==> src/rtl/keypad_pkg.sv <==
// Shared types and constants for the 4x4 keypad scanner: FSM states, key map
// and the special-key positions.
package keypad_pkg;

  typedef enum logic [1:0] {
    ST_SCAN,
    ST_DEBOUNCE,
    ST_EMIT,
    ST_WAIT_RELEASE
  } kp_state_e;

  // Key positions are {row, col}.
  localparam logic [3:0] KEY_STAR = 4'd12;
  localparam logic [3:0] KEY_HASH = 4'd14;

  // Indexed by {row, col}; the '*' and '#' entries are never output.
  localparam logic [15:0][3:0] KEY_MAP = {
    4'hD, 4'hF, 4'h0, 4'hE,
    4'hC, 4'h9, 4'h8, 4'h7,
    4'hB, 4'h6, 4'h5, 4'h4,
    4'hA, 4'h3, 4'h2, 4'h1
  };

  function automatic logic [1:0] lowest_low(input logic [3:0] cols);
    logic [1:0] idx;
    casez (cols)
      4'b???0: idx = 2'd0;
      4'b??01: idx = 2'd1;
      4'b?011: idx = 2'd2;
      default: idx = 2'd3;
    endcase
    return idx;
  endfunction

endpackage

==> src/rtl/key_debounce.sv <==
// Consecutive-sample counter shared by press debounce and release detection.
// done is high in the cycle that completes CYCLES consecutive good samples.
module key_debounce #(
  parameter int unsigned CYCLES = 4
) (
  input  logic clk,
  input  logic rst_n,
  input  logic restart,
  input  logic sample_ok,
  output logic done
);

  logic [7:0] cnt_q, cnt_d;

  assign done = !restart && sample_ok && (cnt_q == 8'(CYCLES - 1));

  always_comb begin
    cnt_d = '0;
    if (!restart && sample_ok && !done) cnt_d = cnt_q + 8'd1;
  end

  always_ff @(posedge clk or negedge rst_n) begin
    if (!rst_n) cnt_q <= '0;
    else        cnt_q <= cnt_d;
  end

endmodule

==> src/rtl/keypad_scan_ctrl.sv <==
// 4x4 keypad scanner with debounce and one-cycle key pulses.
// Optional auto-repeat of held digit keys under `define KEYPAD_REPEAT_EN.
module keypad_scan_ctrl
  import keypad_pkg::*;
#(
  parameter int unsigned SETTLE_CYCLES   = 2,
  parameter int unsigned DEBOUNCE_CYCLES = 4,
  parameter int unsigned REPEAT_CYCLES   = 64
) (
  input  logic       clk,
  input  logic       rst,
  input  logic [3:0] col_in,
  output logic [3:0] row_out,
  output logic [3:0] digit,
  output logic       digit_valid,
  output logic       enter,
  output logic       clear,
  output logic       key_busy
);

  if (SETTLE_CYCLES < 1 || SETTLE_CYCLES > 15 || DEBOUNCE_CYCLES < 1 ||
      DEBOUNCE_CYCLES > 255 || REPEAT_CYCLES < 2 || REPEAT_CYCLES > 65535) begin : g_bad_param
    $error("keypad_scan_ctrl: parameter out of range");
  end

  kp_state_e  state_q, state_d;
  logic [1:0] row_q, row_d;
  logic [1:0] col_q, col_d;
  logic [3:0] pat_q, pat_d;
  logic [3:0] settle_q, settle_d;
  logic [3:0] digit_q, digit_d;
  logic       dv_q, dv_d, enter_q, enter_d, clear_q, clear_d;
  logic       db_restart, db_ok, db_done;
  logic [3:0] key_idx;

`ifdef KEYPAD_REPEAT_EN
  logic [15:0] rep_q, rep_d;
`endif

  assign key_idx = {row_q, col_q};

  // Counter compares against the latched press pattern while debouncing,
  // and against all-released while waiting for release.
  assign db_restart = !(state_q == ST_DEBOUNCE || state_q == ST_WAIT_RELEASE);
  assign db_ok      = (state_q == ST_DEBOUNCE) ? (col_in == pat_q) : (col_in == 4'hF);

  key_debounce #(.CYCLES(DEBOUNCE_CYCLES)) u_debounce (
    .clk       (clk),
    .rst_n     (rst),
    .restart   (db_restart),
    .sample_ok (db_ok),
    .done      (db_done)
  );

  always_comb begin
    state_d  = state_q;
    row_d    = row_q;
    col_d    = col_q;
    pat_d    = pat_q;
    settle_d = settle_q;
    digit_d  = digit_q;
    dv_d     = 1'b0;
    enter_d  = 1'b0;
    clear_d  = 1'b0;
`ifdef KEYPAD_REPEAT_EN
    rep_d    = rep_q;
`endif
    case (state_q)
      ST_SCAN: begin
        if (settle_q == 4'(SETTLE_CYCLES - 1)) begin
          settle_d = '0;
          if (col_in != 4'hF) begin
            pat_d   = col_in;
            col_d   = lowest_low(col_in);
            state_d = ST_DEBOUNCE;
          end else begin
            row_d = row_q + 2'd1;
          end
        end else begin
          settle_d = settle_q + 4'd1;
        end
      end
      ST_DEBOUNCE: begin
        if (db_done) begin
          state_d = ST_EMIT;
          if (key_idx == KEY_STAR)      clear_d = 1'b1;
          else if (key_idx == KEY_HASH) enter_d = 1'b1;
          else begin
            dv_d    = 1'b1;
            digit_d = KEY_MAP[key_idx];
          end
        end else if (col_in != pat_q) begin
          state_d = ST_SCAN;
          row_d   = row_q + 2'd1;
        end
      end
      ST_EMIT: begin
        state_d = ST_WAIT_RELEASE;
`ifdef KEYPAD_REPEAT_EN
        rep_d = 16'd1;
`endif
      end
      default: begin
        if (db_done) begin
          state_d = ST_SCAN;
          row_d   = row_q + 2'd1;
        end
`ifdef KEYPAD_REPEAT_EN
        else if (key_idx != KEY_STAR && key_idx != KEY_HASH && col_in == pat_q) begin
          if (rep_q == 16'(REPEAT_CYCLES - 1)) begin
            rep_d = '0;
            dv_d  = 1'b1;
          end else begin
            rep_d = rep_q + 16'd1;
          end
        end else begin
          rep_d = 16'd1;
        end
`endif
      end
    endcase
  end

  always_ff @(posedge clk or negedge rst) begin
    if (!rst) begin
      state_q  <= ST_SCAN;
      row_q    <= '0;
      col_q    <= '0;
      pat_q    <= '1;
      settle_q <= '0;
      digit_q  <= '0;
      dv_q     <= 1'b0;
      enter_q  <= 1'b0;
      clear_q  <= 1'b0;
`ifdef KEYPAD_REPEAT_EN
      rep_q    <= '0;
`endif
    end else begin
      state_q  <= state_d;
      row_q    <= row_d;
      col_q    <= col_d;
      pat_q    <= pat_d;
      settle_q <= settle_d;
      digit_q  <= digit_d;
      dv_q     <= dv_d;
      enter_q  <= enter_d;
      clear_q  <= clear_d;
`ifdef KEYPAD_REPEAT_EN
      rep_q    <= rep_d;
`endif
    end
  end

  assign row_out     = ~(4'b0001 << row_q);
  assign digit       = digit_q;
  assign digit_valid = dv_q;
  assign enter       = enter_q;
  assign clear       = clear_q;
  assign key_busy    = (state_q != ST_SCAN);

endmodule

==> config.mk <==
export PLATFORM = sky130hd
export DESIGN_NAME = keypad_scan_ctrl
export DESIGN_NICKNAME = d
export VERILOG_FILES = /design/src/rtl/keypad_pkg.sv /design/src/rtl/key_debounce.sv /design/src/rtl/keypad_scan_ctrl.sv
export SDC_FILE = /design/constraint.sdc
export NUM_CORES = 1
export LEC_CHECK = 0
export ABC_CLOCK_PERIOD_IN_PS = 2060
export BUFFER_PORTS_ARGS = -buffer_cell sky130_fd_sc_hd__clkbuf_2
export CAP_MARGIN = 0
export CORE_ASPECT_RATIO = 0.5
export CORE_MARGIN = 4
export CORE_UTILIZATION = 40
export CTS_BUF_LIST = sky130_fd_sc_hd__clkbuf_8
export DETAILED_ROUTE_END_ITERATION = 8
export PLACE_DENSITY = 0.57
export SLEW_MARGIN = 20
export SYNTH_ARGS = -nofsm -noshare
export SYNTH_HDL_FRONTEND = slang
export SYNTH_SLANG_ARGS = --single-unit
==> constraint.sdc <==
create_clock -name clk -period 2.06 [get_ports clk]
set_input_delay 0.309 -clock clk [delete_from_list [all_inputs] [get_ports clk]]
set_output_delay 0.309 -clock clk [all_outputs]
set_load 0.005 [all_outputs]
==> impl_metrics.xml, run 1 <==
<?xml version="1.0" encoding="UTF-8"?>
<metrics>
  <group name="status">
    <metric name="status" unit="">finished, final reports clean</metric>
  </group>
  <group name="drt">
    <metric name="vias_per_cell" unit="">4.91</metric>
    <metric name="drtAntennaViolNets" unit="">0</metric>
    <metric name="wl_met3" unit="um">99</metric>
    <metric name="wl_per_cell" unit="um">12.7</metric>
    <metric name="drt_iter0_markers" unit="">46</metric>
    <metric name="met1_length" unit="um">1540</metric>
    <metric name="drc" unit="">0</metric>
    <metric name="dr.pass1.iters" unit="">4</metric>
    <metric name="detailroute.via_count" unit="">1199</metric>
    <metric name="wirelength" unit="um">3100</metric>
    <metric name="routed_met2_length" unit="um">1460</metric>
    <metric name="maxUsedRoutingLayer" unit="">met3</metric>
  </group>
  <group name="finish">
    <metric name="fillerInstances" unit="">389</metric>
    <metric name="antenna_cells" unit="">0</metric>
    <metric name="drive_above_1_share" unit="%">24.7</metric>
    <metric name="regArea" unit="um2">731</metric>
    <metric name="layout.cells.non_filler" unit="">244</metric>
    <metric name="finalNetCount" unit="">206</metric>
    <metric name="multiInputGateArea" unit="um2">873</metric>
    <metric name="layout.cells.most_common" unit="">sky130_fd_sc_hd__dfrtp_1</metric>
    <metric name="syn_to_final_growth" unit="%">15.5</metric>
    <metric name="top_library_cells_by_usage_in_the_layout_fill_and_taps_aside" unit="">sky130_fd_sc_hd__dfrtp_1, sky130_fd_sc_hd__inv_1, sky130_fd_sc_hd__clkbuf_2</metric>
  </group>
  <group name="timing">
    <metric name="worst_pin_slew" unit="ns">0.742</metric>
    <metric name="final-setup-viol-count" unit="">0</metric>
    <metric name="finalMaxSlewViolations" unit="">0</metric>
    <metric name="clock_skew" unit="ns">0.00414</metric>
    <metric name="timing_hold_violations_final" unit="">0</metric>
    <metric name="finalWorstPathRequiredPeriod" unit="ns">1.86</metric>
    <metric name="setup_tns" unit="ns">0</metric>
    <metric name="fin_ws" unit="ns">0.201</metric>
    <metric name="unrepaired_setup_endpoints_after_global_routing" unit="">no</metric>
    <metric name="timing.max_slew.rel_slack" unit="%">50.6</metric>
    <metric name="fmax" unit="MHz">538</metric>
    <metric name="final.period_utilization" unit="%">90.2</metric>
  </group>
  <group name="cts">
    <metric name="tritoncts.num_buffers" unit="">5</metric>
    <metric name="cts-hold-fix-buffers" unit="">0</metric>
    <metric name="cts_tree" unit="">built</metric>
    <metric name="clock_path_buffers" unit="">2</metric>
    <metric name="cts-root-buf" unit="">sky130_fd_sc_hd__clkbuf_8</metric>
    <metric name="h-tree-depth" unit="">2</metric>
    <metric name="worst_skew_pair.late_latency" unit="ns">0.27</metric>
    <metric name="worst_setup_hold_path_clk_slew" unit="ns">0.06</metric>
    <metric name="clock_sinks" unit="">29</metric>
    <metric name="cts.repair.resized" unit="">0</metric>
    <metric name="postCtsSetupRepairBufs" unit="">0</metric>
  </group>
  <group name="place">
    <metric name="port_buffers" unit="">17</metric>
    <metric name="numPlacedInstances" unit="">236</metric>
    <metric name="dp.final_hpwl" unit="um">2330</metric>
    <metric name="post-place-ws" unit="ns">0.211</metric>
    <metric name="globalplace.congestion" unit="">0.740</metric>
  </group>
  <group name="die">
    <metric name="die_height" unit="um">53.8</metric>
    <metric name="coreArea" unit="um2">3960</metric>
    <metric name="rows" unit="">16</metric>
    <metric name="dieArea" unit="um2">5350</metric>
    <metric name="die_width" unit="um">99.6</metric>
    <metric name="io_pins" unit="">18</metric>
    <metric name="start_util" unit="%">42.3</metric>
  </group>
  <group name="global_route">
    <metric name="number_of_antenna_violations_at_the_first_check_in_global_routing" unit="">0</metric>
    <metric name="gr-usage-all-layers" unit="%">13.1</metric>
    <metric name="grt.overflow.total" unit="">0</metric>
    <metric name="grt_pass1_vias" unit="">1161</metric>
    <metric name="grt_first_pass_wirelength" unit="um">5440</metric>
    <metric name="pin_count_of_the_biggest_net_entering_global_routing" unit="">30</metric>
  </group>
  <group name="logic_synthesis">
    <metric name="synthesis.instances" unit="">164</metric>
    <metric name="ys_dominant_reg_cell" unit="">sky130_fd_sc_hd__dfrtp_1</metric>
    <metric name="mappedNetlistArea" unit="um2">1680</metric>
    <metric name="synth_seq_area_share" unit="%">43.6</metric>
    <metric name="synth-async-reset-ratio" unit="%">100</metric>
    <metric name="synthDominantCellAreaShare" unit="%">37.3</metric>
    <metric name="post_synth_main_area_contributors" unit="">sky130_fd_sc_hd__dfrtp_1, sky130_fd_sc_hd__ha_1, sky130_fd_sc_hd__dfstp_2, sky130_fd_sc_hd__inv_1, sky130_fd_sc_hd__mux2_4</metric>
    <metric name="synth-warning-count" unit="">0</metric>
    <metric name="netlist.top_cell.by_area" unit="">sky130_fd_sc_hd__dfrtp_1</metric>
    <metric name="postSynthNetCount" unit="">181</metric>
    <metric name="synth.lib_cells_used.distinct" unit="">42</metric>
    <metric name="synth_area_per_cell" unit="um2">10.2</metric>
    <metric name="synth_enable_flop_cells" unit="">0</metric>
    <metric name="postSynthRegisterBits" unit="">29</metric>
  </group>
  <group name="power_and_ir_drop">
    <metric name="finalPower" unit="mW">2.15</metric>
    <metric name="cellPowerDensity" unit="nW/um2">1110</metric>
    <metric name="leakagePower" unit="nW">0.966</metric>
    <metric name="worst_ir_drop_vdd" unit="V">0.000338</metric>
  </group>
  <group name="worst_setup_path">
    <metric name="setup.worst_path.class" unit="">reg -&gt; reg</metric>
    <metric name="timing.critical_path.fanout_max" unit="">5</metric>
    <metric name="setup.worst_path.end_class" unit="">flop</metric>
    <metric name="worstSetupStartpointType" unit="">flop</metric>
    <metric name="cp_data_arrival_time" unit="ns">2.02</metric>
    <metric name="crit_required" unit="ns">2.22</metric>
  </group>
  <group name="job">
    <metric name="drv.max_cap_violation_count" unit="">0</metric>
  </group>
  <group name="min_path">
    <metric name="hp-class" unit="">in -&gt; async</metric>
  </group>
</metrics>
## synth_stat cells (2+ instances only)
| library cell | instances |
|---|---|
| sky130_fd_sc_hd__a211oi_1 | 3 |
| sky130_fd_sc_hd__a21o_1 | 2 |
| sky130_fd_sc_hd__a21oi_1 | 5 |
| sky130_fd_sc_hd__and3_1 | 5 |
| sky130_fd_sc_hd__clkbuf_1 | 2 |
| sky130_fd_sc_hd__dfrtp_1 | 25 |
| sky130_fd_sc_hd__dfstp_2 | 4 |
| sky130_fd_sc_hd__ha_1 | 11 |
| sky130_fd_sc_hd__inv_1 | 16 |
| sky130_fd_sc_hd__mux2_2 | 3 |
| sky130_fd_sc_hd__mux2_4 | 4 |
| sky130_fd_sc_hd__mux2i_1 | 2 |
| sky130_fd_sc_hd__nand2_1 | 12 |
| sky130_fd_sc_hd__nand2b_1 | 6 |
| sky130_fd_sc_hd__nand3_1 | 6 |
| sky130_fd_sc_hd__nor2_1 | 14 |
| sky130_fd_sc_hd__nor3_1 | 2 |
| sky130_fd_sc_hd__o211ai_1 | 4 |
| sky130_fd_sc_hd__o21ai_0 | 7 |
| sky130_fd_sc_hd__o31ai_1 | 2 |
| sky130_fd_sc_hd__xnor2_1 | 3 |
| sky130_fd_sc_hd__xor2_1 | 6 |
## layer usage
metal	up-vias	global-route usage (%)
met5	-	0
met4	0	2.72
met3	0	3.62
met2	14	22.3
met1	572	17.0
li1	613	-
## through the flow
stage	utilization, %	hold WS, ns	area, um2
2_1_floorplan	-	0.0134	1680
3_3_place_gp	46.6	0.402	1850
3_5_place_dp	46.6	0.413	1850
4_1_cts	48.9	0.113	1940
5_1_grt	48.9	0.153	1940
6_report	48.9	0.0884	1940
## path summary, 6_finish.rpt
check                                                    from                             to  slack (ns)  depth (start not counted)
worst max-delay path                     col_q[1]$_DFFE_PN0P_           digit[3]$_DFFE_PN0P_        0.20                          5
worst min-delay path                                      rst  u_debounce.cnt_q[0]$_DFF_PN0_        0.09                          1
worst max register to register           col_q[1]$_DFFE_PN0P_           digit[3]$_DFFE_PN0P_        0.20                          5
worst min register to register  u_debounce.cnt_q[0]$_DFF_PN0_  u_debounce.cnt_q[0]$_DFF_PN0_        0.49                          1
max in group asynchronous                                 rst  u_debounce.cnt_q[2]$_DFF_PN0_        1.50                          1
min in group clk                                    col_in[3]           pat_q[3]$_DFFE_PN1P_        0.31                          3
## power breakdown
group	internal, mW	switching (mW)	total, mW
Clock	0.262	0.209	0.471
Sequential	0.700	0.143	0.843
Combinational	0.382	0.453	0.834
## area by class of cell
class | count | share of cell area [%]
well taps | 54 | 3.49
repair buffers | 21 | 5.94
flip-flops and latches | 29 | 37.7
clock inverters | 2 | 0.388
clock buffers | 6 | 4.26
inverters | 16 | 3.10
multi-input cells | 116 | 45.1
## state kept, by name, indices dropped and copies added (netlist names)
signal	flops
state_q	2
pat_q	4
digit	4
row_q	2
u_debounce.cnt_q	8
clear	1
settle_q	4
digit_valid	1
enter	1
col_q	2
## critical path, stage by stage, from the launching register on
cell and delay, ns:
sky130_fd_sc_hd__dfrtp_1 0.42, sky130_fd_sc_hd__inv_1 0.10, sky130_fd_sc_hd__ha_1 0.21, sky130_fd_sc_hd__o21ai_0 0.43, sky130_fd_sc_hd__nand4_4 0.23, sky130_fd_sc_hd__mux2_4 0.34
## cell families after synthesis
logic type	Yosys count	synth area share, %
and+or+nand+nor	58	20.3
DFF	29	43.6
AOI/OAI and AO/OA	28	11.3
buffers and inverters	19	4.33
adders and majority gates	11	8.21
muxes	10	7.61
xor gates and xnor gates	9	4.70
No activity file was read; power rests on OpenSTA's default activity.
==> run 2, diff against run 1 <==
--- a/config.mk
+++ b/config.mk
@@ -10,10 +10,11 @@
 export CAP_MARGIN = 0
 export CORE_ASPECT_RATIO = 0.5
 export CORE_MARGIN = 4
-export CORE_UTILIZATION = 40
+export CORE_UTILIZATION = 45
 export CTS_BUF_LIST = sky130_fd_sc_hd__clkbuf_8
 export DETAILED_ROUTE_END_ITERATION = 8
-export PLACE_DENSITY = 0.57
+export PLACE_DENSITY = 0.63
+export REMOVE_ABC_BUFFERS = 1
 export SLEW_MARGIN = 20
 export SYNTH_ARGS = -nofsm -noshare
 export SYNTH_HDL_FRONTEND = slang
==> impl_metrics.xml, run 2 (synthesis results as in run 1) <==
<?xml version="1.0" encoding="UTF-8"?>
<metrics>
  <group name="drt">
    <metric name="wl_per_cell" unit="um">12.7</metric>
    <metric name="drt_iter0_markers" unit="">72</metric>
    <metric name="dr.pass1.iters" unit="">3</metric>
    <metric name="drtAntennaViolNets" unit="">0</metric>
    <metric name="drc" unit="">0</metric>
    <metric name="wirelength" unit="um">3020</metric>
    <metric name="vias_per_cell" unit="">5.00</metric>
    <metric name="detailroute.via_count" unit="">1189</metric>
  </group>
  <group name="power_and_ir_drop">
    <metric name="worst_ir_drop_vdd" unit="V">0.000324</metric>
    <metric name="leakagePower" unit="nW">0.950</metric>
    <metric name="cellPowerDensity" unit="nW/um2">1110</metric>
  </group>
  <group name="cts">
    <metric name="worst_skew_pair.late_latency" unit="ns">0.27</metric>
    <metric name="h-tree-depth" unit="">2</metric>
    <metric name="cts_tree" unit="">built</metric>
    <metric name="worst_setup_hold_path_clk_slew" unit="ns">0.06</metric>
    <metric name="cts-root-buf" unit="">sky130_fd_sc_hd__clkbuf_8</metric>
    <metric name="cts-hold-fix-buffers" unit="">0</metric>
    <metric name="postCtsSetupRepairBufs" unit="">0</metric>
    <metric name="cts.repair.resized" unit="">0</metric>
    <metric name="tritoncts.num_buffers" unit="">5</metric>
    <metric name="clock_sinks" unit="">29</metric>
    <metric name="clock_path_buffers" unit="">2</metric>
  </group>
  <group name="timing">
    <metric name="finalWorstPathRequiredPeriod" unit="ns">1.92</metric>
    <metric name="timing.max_slew.rel_slack" unit="%">51.9</metric>
    <metric name="final.period_utilization" unit="%">93.4</metric>
    <metric name="clock_skew" unit="ns">0.00368</metric>
    <metric name="final-setup-viol-count" unit="">0</metric>
    <metric name="finalMaxSlewViolations" unit="">0</metric>
    <metric name="unrepaired_setup_endpoints_after_global_routing" unit="">no</metric>
    <metric name="setup_tns" unit="ns">0</metric>
    <metric name="fmax" unit="MHz">520</metric>
    <metric name="worst_pin_slew" unit="ns">0.721</metric>
    <metric name="timing_hold_violations_final" unit="">0</metric>
  </group>
  <group name="global_route">
    <metric name="pin_count_of_the_biggest_net_entering_global_routing" unit="">30</metric>
    <metric name="global_route.usage.met3" unit="%">4.41</metric>
    <metric name="grt_first_pass_wirelength" unit="um">5340</metric>
    <metric name="grt.overflow.total" unit="">0</metric>
    <metric name="number_of_antenna_violations_at_the_first_check_in_global_routing" unit="">0</metric>
    <metric name="gr-usage-all-layers" unit="%">14.6</metric>
    <metric name="grt_most_used_layer" unit="">met2</metric>
    <metric name="grt_pass1_vias" unit="">1169</metric>
    <metric name="use_met1" unit="%">19.3</metric>
    <metric name="groute.layer.met2.usage" unit="%">22.7</metric>
  </group>
  <group name="finish">
    <metric name="antenna_cells" unit="">0</metric>
    <metric name="layout.cells.most_common" unit="">sky130_fd_sc_hd__dfrtp_1</metric>
    <metric name="drive_above_1_share" unit="%">24.1</metric>
    <metric name="largest_register" unit="">u_debounce.cnt_q</metric>
    <metric name="finalNetCount" unit="">204</metric>
    <metric name="layout.cell_area.non_filler" unit="um2">1910</metric>
    <metric name="top_library_cells_by_usage_in_the_layout_fill_and_taps_aside" unit="">sky130_fd_sc_hd__dfrtp_1, sky130_fd_sc_hd__inv_1, sky130_fd_sc_hd__clkbuf_2</metric>
    <metric name="fillerInstances" unit="">307</metric>
    <metric name="syn_to_final_growth" unit="%">14.2</metric>
    <metric name="largest_register_ff_count" unit="">8</metric>
  </group>
  <group name="place">
    <metric name="dp.final_hpwl" unit="um">2240</metric>
    <metric name="port_buffers" unit="">17</metric>
    <metric name="placed_cell_area" unit="um2">1830</metric>
    <metric name="globalplace.congestion" unit="">0.763</metric>
  </group>
  <group name="worst_setup_path">
    <metric name="ff2ff_path_depth" unit="">5</metric>
    <metric name="setup.worst_path.class" unit="">reg -&gt; reg</metric>
    <metric name="crit_required" unit="ns">2.22</metric>
    <metric name="cp_data_arrival_time" unit="ns">2.08</metric>
    <metric name="worstSetupStartpointType" unit="">flop</metric>
    <metric name="rrSetupSlack" unit="ns">0.14</metric>
    <metric name="setup.worst_path.end_class" unit="">flop</metric>
    <metric name="timing.critical_path.fanout_max" unit="">8</metric>
  </group>
  <group name="job">
    <metric name="drv.max_cap_violation_count" unit="">0</metric>
  </group>
  <group name="die">
    <metric name="die_height" unit="um">51.2</metric>
    <metric name="rows" unit="">15</metric>
    <metric name="io_pins" unit="">18</metric>
    <metric name="dieArea" unit="um2">4830</metric>
    <metric name="die_width" unit="um">94.3</metric>
    <metric name="coreArea" unit="um2">3510</metric>
    <metric name="start_util" unit="%">47.8</metric>
  </group>
  <group name="status">
    <metric name="status" unit="">finished, final reports clean</metric>
  </group>
  <group name="min_path">
    <metric name="hp-class" unit="">in -&gt; async</metric>
  </group>
</metrics>
==> run 2: cell types whose count changed in the layout (fill, tap and decap cells not counted), sizes merged <==
cell  change
inv       -1
buf       -2
==> run 2: critical path, stage by stage (launching register included) <==
cell and delay (ns):
sky130_fd_sc_hd__dfrtp_1 0.49, sky130_fd_sc_hd__inv_1 0.13, sky130_fd_sc_hd__ha_1 0.25, sky130_fd_sc_hd__o21ai_0 0.38, sky130_fd_sc_hd__nand4_4 0.22, sky130_fd_sc_hd__mux2_4 0.34
==> run 2: layout make-up <==
type	count	area [um2]	area share (%)
multi-input cells	116	873	45.6
clock buffers	6	82.6	4.31
repair buffers	19	100	5.23
well taps	51	63.8	3.33
flip-flops and latches	29	731	38.2
clock inverters	1	3.75	0.196
inverters	16	60.1	3.14
==> run 2: stage by stage <==
stage	worst slack (ns)	std cells	total power, mW	hold WS [ns]	util [%]
after floorplan	0.373	161	1.43	0.0134	-
after global placement	0.162	231	1.65	0.390	52.1
after detailed placement	0.178	231	1.68	0.397	52.1
after CTS	0.142	238	2.15	0.105	54.5
after global routing	0.0175	238	2.33	0.149	54.5
final	0.137	238	2.13	0.0789	54.5
==> run 2: path summary, 6_finish.rpt <==
kind,endpoint,startpoint
min in group clk,pat_q[3]$_DFFE_PN1P_,col_in[3]
max in group asynchronous,settle_q[2]$_DFFE_PN0P_,rst
worst max-delay path,digit[1]$_DFFE_PN0P_,col_q[0]$_DFFE_PN0P_
worst max register to register,digit[1]$_DFFE_PN0P_,col_q[0]$_DFFE_PN0P_
worst min register to register,u_debounce.cnt_q[0]$_DFF_PN0_,u_debounce.cnt_q[0]$_DFF_PN0_
worst min-delay path,u_debounce.cnt_q[5]$_DFF_PN0_,rst
==> run 2: report_power, final <==
group / switching [mW] / total, mW / internal (mW)
clock: 0.199 / 0.458 / 0.259
combinational: 0.438 / 0.803 / 0.365
sequential: 0.167 / 0.867 / 0.700
total: 0.804 / 2.13 / 1.32
==> run 2: metal layers <==
| layer | routed length, um | up-vias |
|---|---|---|
| met4 | 36 | 0 |
| li1 | - | 611 |
| met2 | 1300 | 17 |
| met1 | 1570 | 556 |
| met3 | 118 | 5 |
| met5 | 0 | - |
==> run 3, diff against run 2 <==
==> constraint.sdc (replaced) <==
create_clock -name clk -period 2.06 [get_ports clk]
set_input_delay 0.103 -clock clk [delete_from_list [all_inputs] [get_ports clk]]
set_output_delay 0.103 -clock clk [all_outputs]
set_load 0.005 [all_outputs]
==> impl_metrics.xml, run 3 (synthesis results as in run 1) <==
<?xml version="1.0" encoding="UTF-8"?>
<metrics>
  <group name="status">
    <metric name="status" unit="">finished, final reports clean</metric>
  </group>
  <group name="finish">
    <metric name="largest_register_ff_count" unit="">8</metric>
    <metric name="largest_register" unit="">u_debounce.cnt_q</metric>
    <metric name="finalNetCount" unit="">205</metric>
    <metric name="top_library_cells_by_usage_in_the_layout_fill_and_taps_aside" unit="">sky130_fd_sc_hd__dfrtp_1, sky130_fd_sc_hd__inv_1, sky130_fd_sc_hd__clkbuf_2</metric>
    <metric name="drive_above_1_share" unit="%">23.9</metric>
    <metric name="layout.cells.most_common" unit="">sky130_fd_sc_hd__dfrtp_1</metric>
    <metric name="syn_to_final_growth" unit="%">14.8</metric>
    <metric name="final_util" unit="%">54.8</metric>
    <metric name="layout.cell_area.non_filler" unit="um2">1920</metric>
    <metric name="antenna_cells" unit="">0</metric>
  </group>
  <group name="drt">
    <metric name="drt_iter0_markers" unit="">88</metric>
    <metric name="wl_per_cell" unit="um">12.8</metric>
    <metric name="drc" unit="">0</metric>
    <metric name="dr.pass1.iters" unit="">4</metric>
    <metric name="detailroute.via_count" unit="">1188</metric>
    <metric name="drtAntennaViolNets" unit="">0</metric>
    <metric name="wirelength" unit="um">3050</metric>
    <metric name="vias_per_cell" unit="">4.97</metric>
  </group>
  <group name="worst_setup_path">
    <metric name="setup.worst_path.class" unit="">reg -&gt; reg</metric>
    <metric name="cp_data_arrival_time" unit="ns">2.08</metric>
    <metric name="crit_required" unit="ns">2.22</metric>
    <metric name="crit_slowest_cell" unit="">sky130_fd_sc_hd__dfrtp_1</metric>
    <metric name="timing.critical_path.fanout_max" unit="">8</metric>
    <metric name="setup.worst_path.end_class" unit="">flop</metric>
    <metric name="worstSetupStartpointType" unit="">flop</metric>
    <metric name="worstPathCellList" unit="">inv_1, ha_1, o21ai_0, nand4_4, mux2_4</metric>
    <metric name="critical_path.max_stage_delay" unit="ns">0.49</metric>
  </group>
  <group name="global_route">
    <metric name="gr-usage-all-layers" unit="%">14.6</metric>
    <metric name="grt_pass1_vias" unit="">1169</metric>
    <metric name="grt_first_pass_wirelength" unit="um">5340</metric>
    <metric name="number_of_antenna_violations_at_the_first_check_in_global_routing" unit="">0</metric>
    <metric name="grt.overflow.total" unit="">0</metric>
    <metric name="pin_count_of_the_biggest_net_entering_global_routing" unit="">30</metric>
  </group>
  <group name="die">
    <metric name="rows" unit="">15</metric>
    <metric name="die_width" unit="um">94.3</metric>
    <metric name="dieArea" unit="um2">4830</metric>
    <metric name="die_height" unit="um">51.2</metric>
    <metric name="io_pins" unit="">18</metric>
    <metric name="coreArea" unit="um2">3510</metric>
    <metric name="start_util" unit="%">47.8</metric>
  </group>
  <group name="cts">
    <metric name="cts.repair.resized" unit="">0</metric>
    <metric name="clock_path_buffers" unit="">2</metric>
    <metric name="worst_skew_pair.late_latency" unit="ns">0.27</metric>
    <metric name="tritoncts.num_buffers" unit="">5</metric>
    <metric name="cts-root-buf" unit="">sky130_fd_sc_hd__clkbuf_8</metric>
    <metric name="clock_sinks" unit="">29</metric>
    <metric name="h-tree-depth" unit="">2</metric>
    <metric name="worst_setup_hold_path_clk_slew" unit="ns">0.06</metric>
    <metric name="postCtsSetupRepairBufs" unit="">0</metric>
    <metric name="cts_tree" unit="">built</metric>
    <metric name="cts-hold-fix-buffers" unit="">1</metric>
  </group>
  <group name="place">
    <metric name="port_buffers" unit="">17</metric>
    <metric name="globalplace.congestion" unit="">0.763</metric>
    <metric name="dp.final_hpwl" unit="um">2240</metric>
    <metric name="placed_cell_area" unit="um2">1830</metric>
  </group>
  <group name="timing">
    <metric name="timing.max_slew.rel_slack" unit="%">52.4</metric>
    <metric name="worst_pin_slew" unit="ns">0.715</metric>
    <metric name="unrepaired_setup_endpoints_after_global_routing" unit="">no</metric>
    <metric name="hold_ws" unit="ns">0.113</metric>
    <metric name="fmax" unit="MHz">522</metric>
    <metric name="final.period_utilization" unit="%">93.1</metric>
    <metric name="finalMaxSlewViolations" unit="">0</metric>
    <metric name="timing_hold_violations_final" unit="">0</metric>
    <metric name="clock_skew" unit="ns">0.00240</metric>
    <metric name="final-setup-viol-count" unit="">0</metric>
    <metric name="finalWorstPathRequiredPeriod" unit="ns">1.92</metric>
    <metric name="setup_tns" unit="ns">0</metric>
  </group>
  <group name="min_path">
    <metric name="hp-class" unit="">in -&gt; reg</metric>
  </group>
  <group name="power_and_ir_drop">
    <metric name="leakagePower" unit="nW">0.954</metric>
    <metric name="cellPowerDensity" unit="nW/um2">1110</metric>
    <metric name="power.clock.fraction" unit="%">21.6</metric>
    <metric name="seq_power_share" unit="%">40.7</metric>
    <metric name="power.switching" unit="mW">0.805</metric>
    <metric name="worst_ir_drop_vdd" unit="V">0.000325</metric>
    <metric name="internal_power" unit="mW">1.33</metric>
    <metric name="comb_power_share" unit="%">37.7</metric>
    <metric name="sw_frac_of_total" unit="%">37.8</metric>
  </group>
  <group name="job">
    <metric name="drv.max_cap_violation_count" unit="">0</metric>
  </group>
</metrics>
## run 3: critical path, delay by kind of cell, from the launching register on
kind	cells	cell delay [ns]
flops	1	0.49
compound gates	1	0.38
mux	1	0.34
fa+ha+maj	1	0.25
simple gates	1	0.22
buf+inv	1	0.13
## run 3: area by class of cell
class,count,area (um2)
clock buffers,6,82.6
clock inverters,1,3.75
fillers,305,1590
inverters,16,60.1
multi-input cells,116,873
flip-flops and latches,29,731
well taps,51,63.8
repair buffers,20,110
## run 3: final timing paths
path | cells past startpoint | start | slack, ns | endpoint
worst max register to register | 5 | col_q[0]$_DFFE_PN0P_ | 0.14 | digit[1]$_DFFE_PN0P_
min in group asynchronous | 2 | rst | 0.41 | u_debounce.cnt_q[5]$_DFF_PN0_
worst min register to register | 1 | u_debounce.cnt_q[0]$_DFF_PN0_ | 0.48 | u_debounce.cnt_q[0]$_DFF_PN0_
worst max-delay path | 5 | col_q[0]$_DFFE_PN0P_ | 0.14 | digit[1]$_DFFE_PN0P_
max in group asynchronous | 2 | rst | 1.19 | settle_q[2]$_DFFE_PN0P_
worst min-delay path | 3 | col_in[3] | 0.11 | pat_q[3]$_DFFE_PN1P_
## run 3: power groups by stage
stage                     Sequential, mW  Clock, mW  Combinational, mW
final                              0.867      0.459              0.804
after global routing               0.890      0.507              0.933
after CTS                          0.865      0.472              0.816
after detailed placement           0.873          0              0.811
after global placement             0.870          0              0.780
after floorplan                    0.827          0              0.602
## run 3: metal layers
| layer | global-route usage (%) | part of all wire [%] | vias up |
|---|---|---|---|
| met3 | 4.41 | 4.5 | 5 |
| met5 | 0 | 0 | - |
| met2 | 22.7 | 43 | 19 |
| met4 | 5.76 | 1.2 | 0 |
| li1 | - | - | 611 |
| met1 | 19.3 | 51 | 553 |
## run 3: per-stage QoR
stage               std cells  power [mW]  setup WS, ns
floorplan                 161        1.43         0.373
finish                    239        2.13         0.143
global placement          231        1.65         0.162
global route              239        2.33        0.0175
detailed placement        231        1.68         0.178
CTS                       239        2.15         0.142
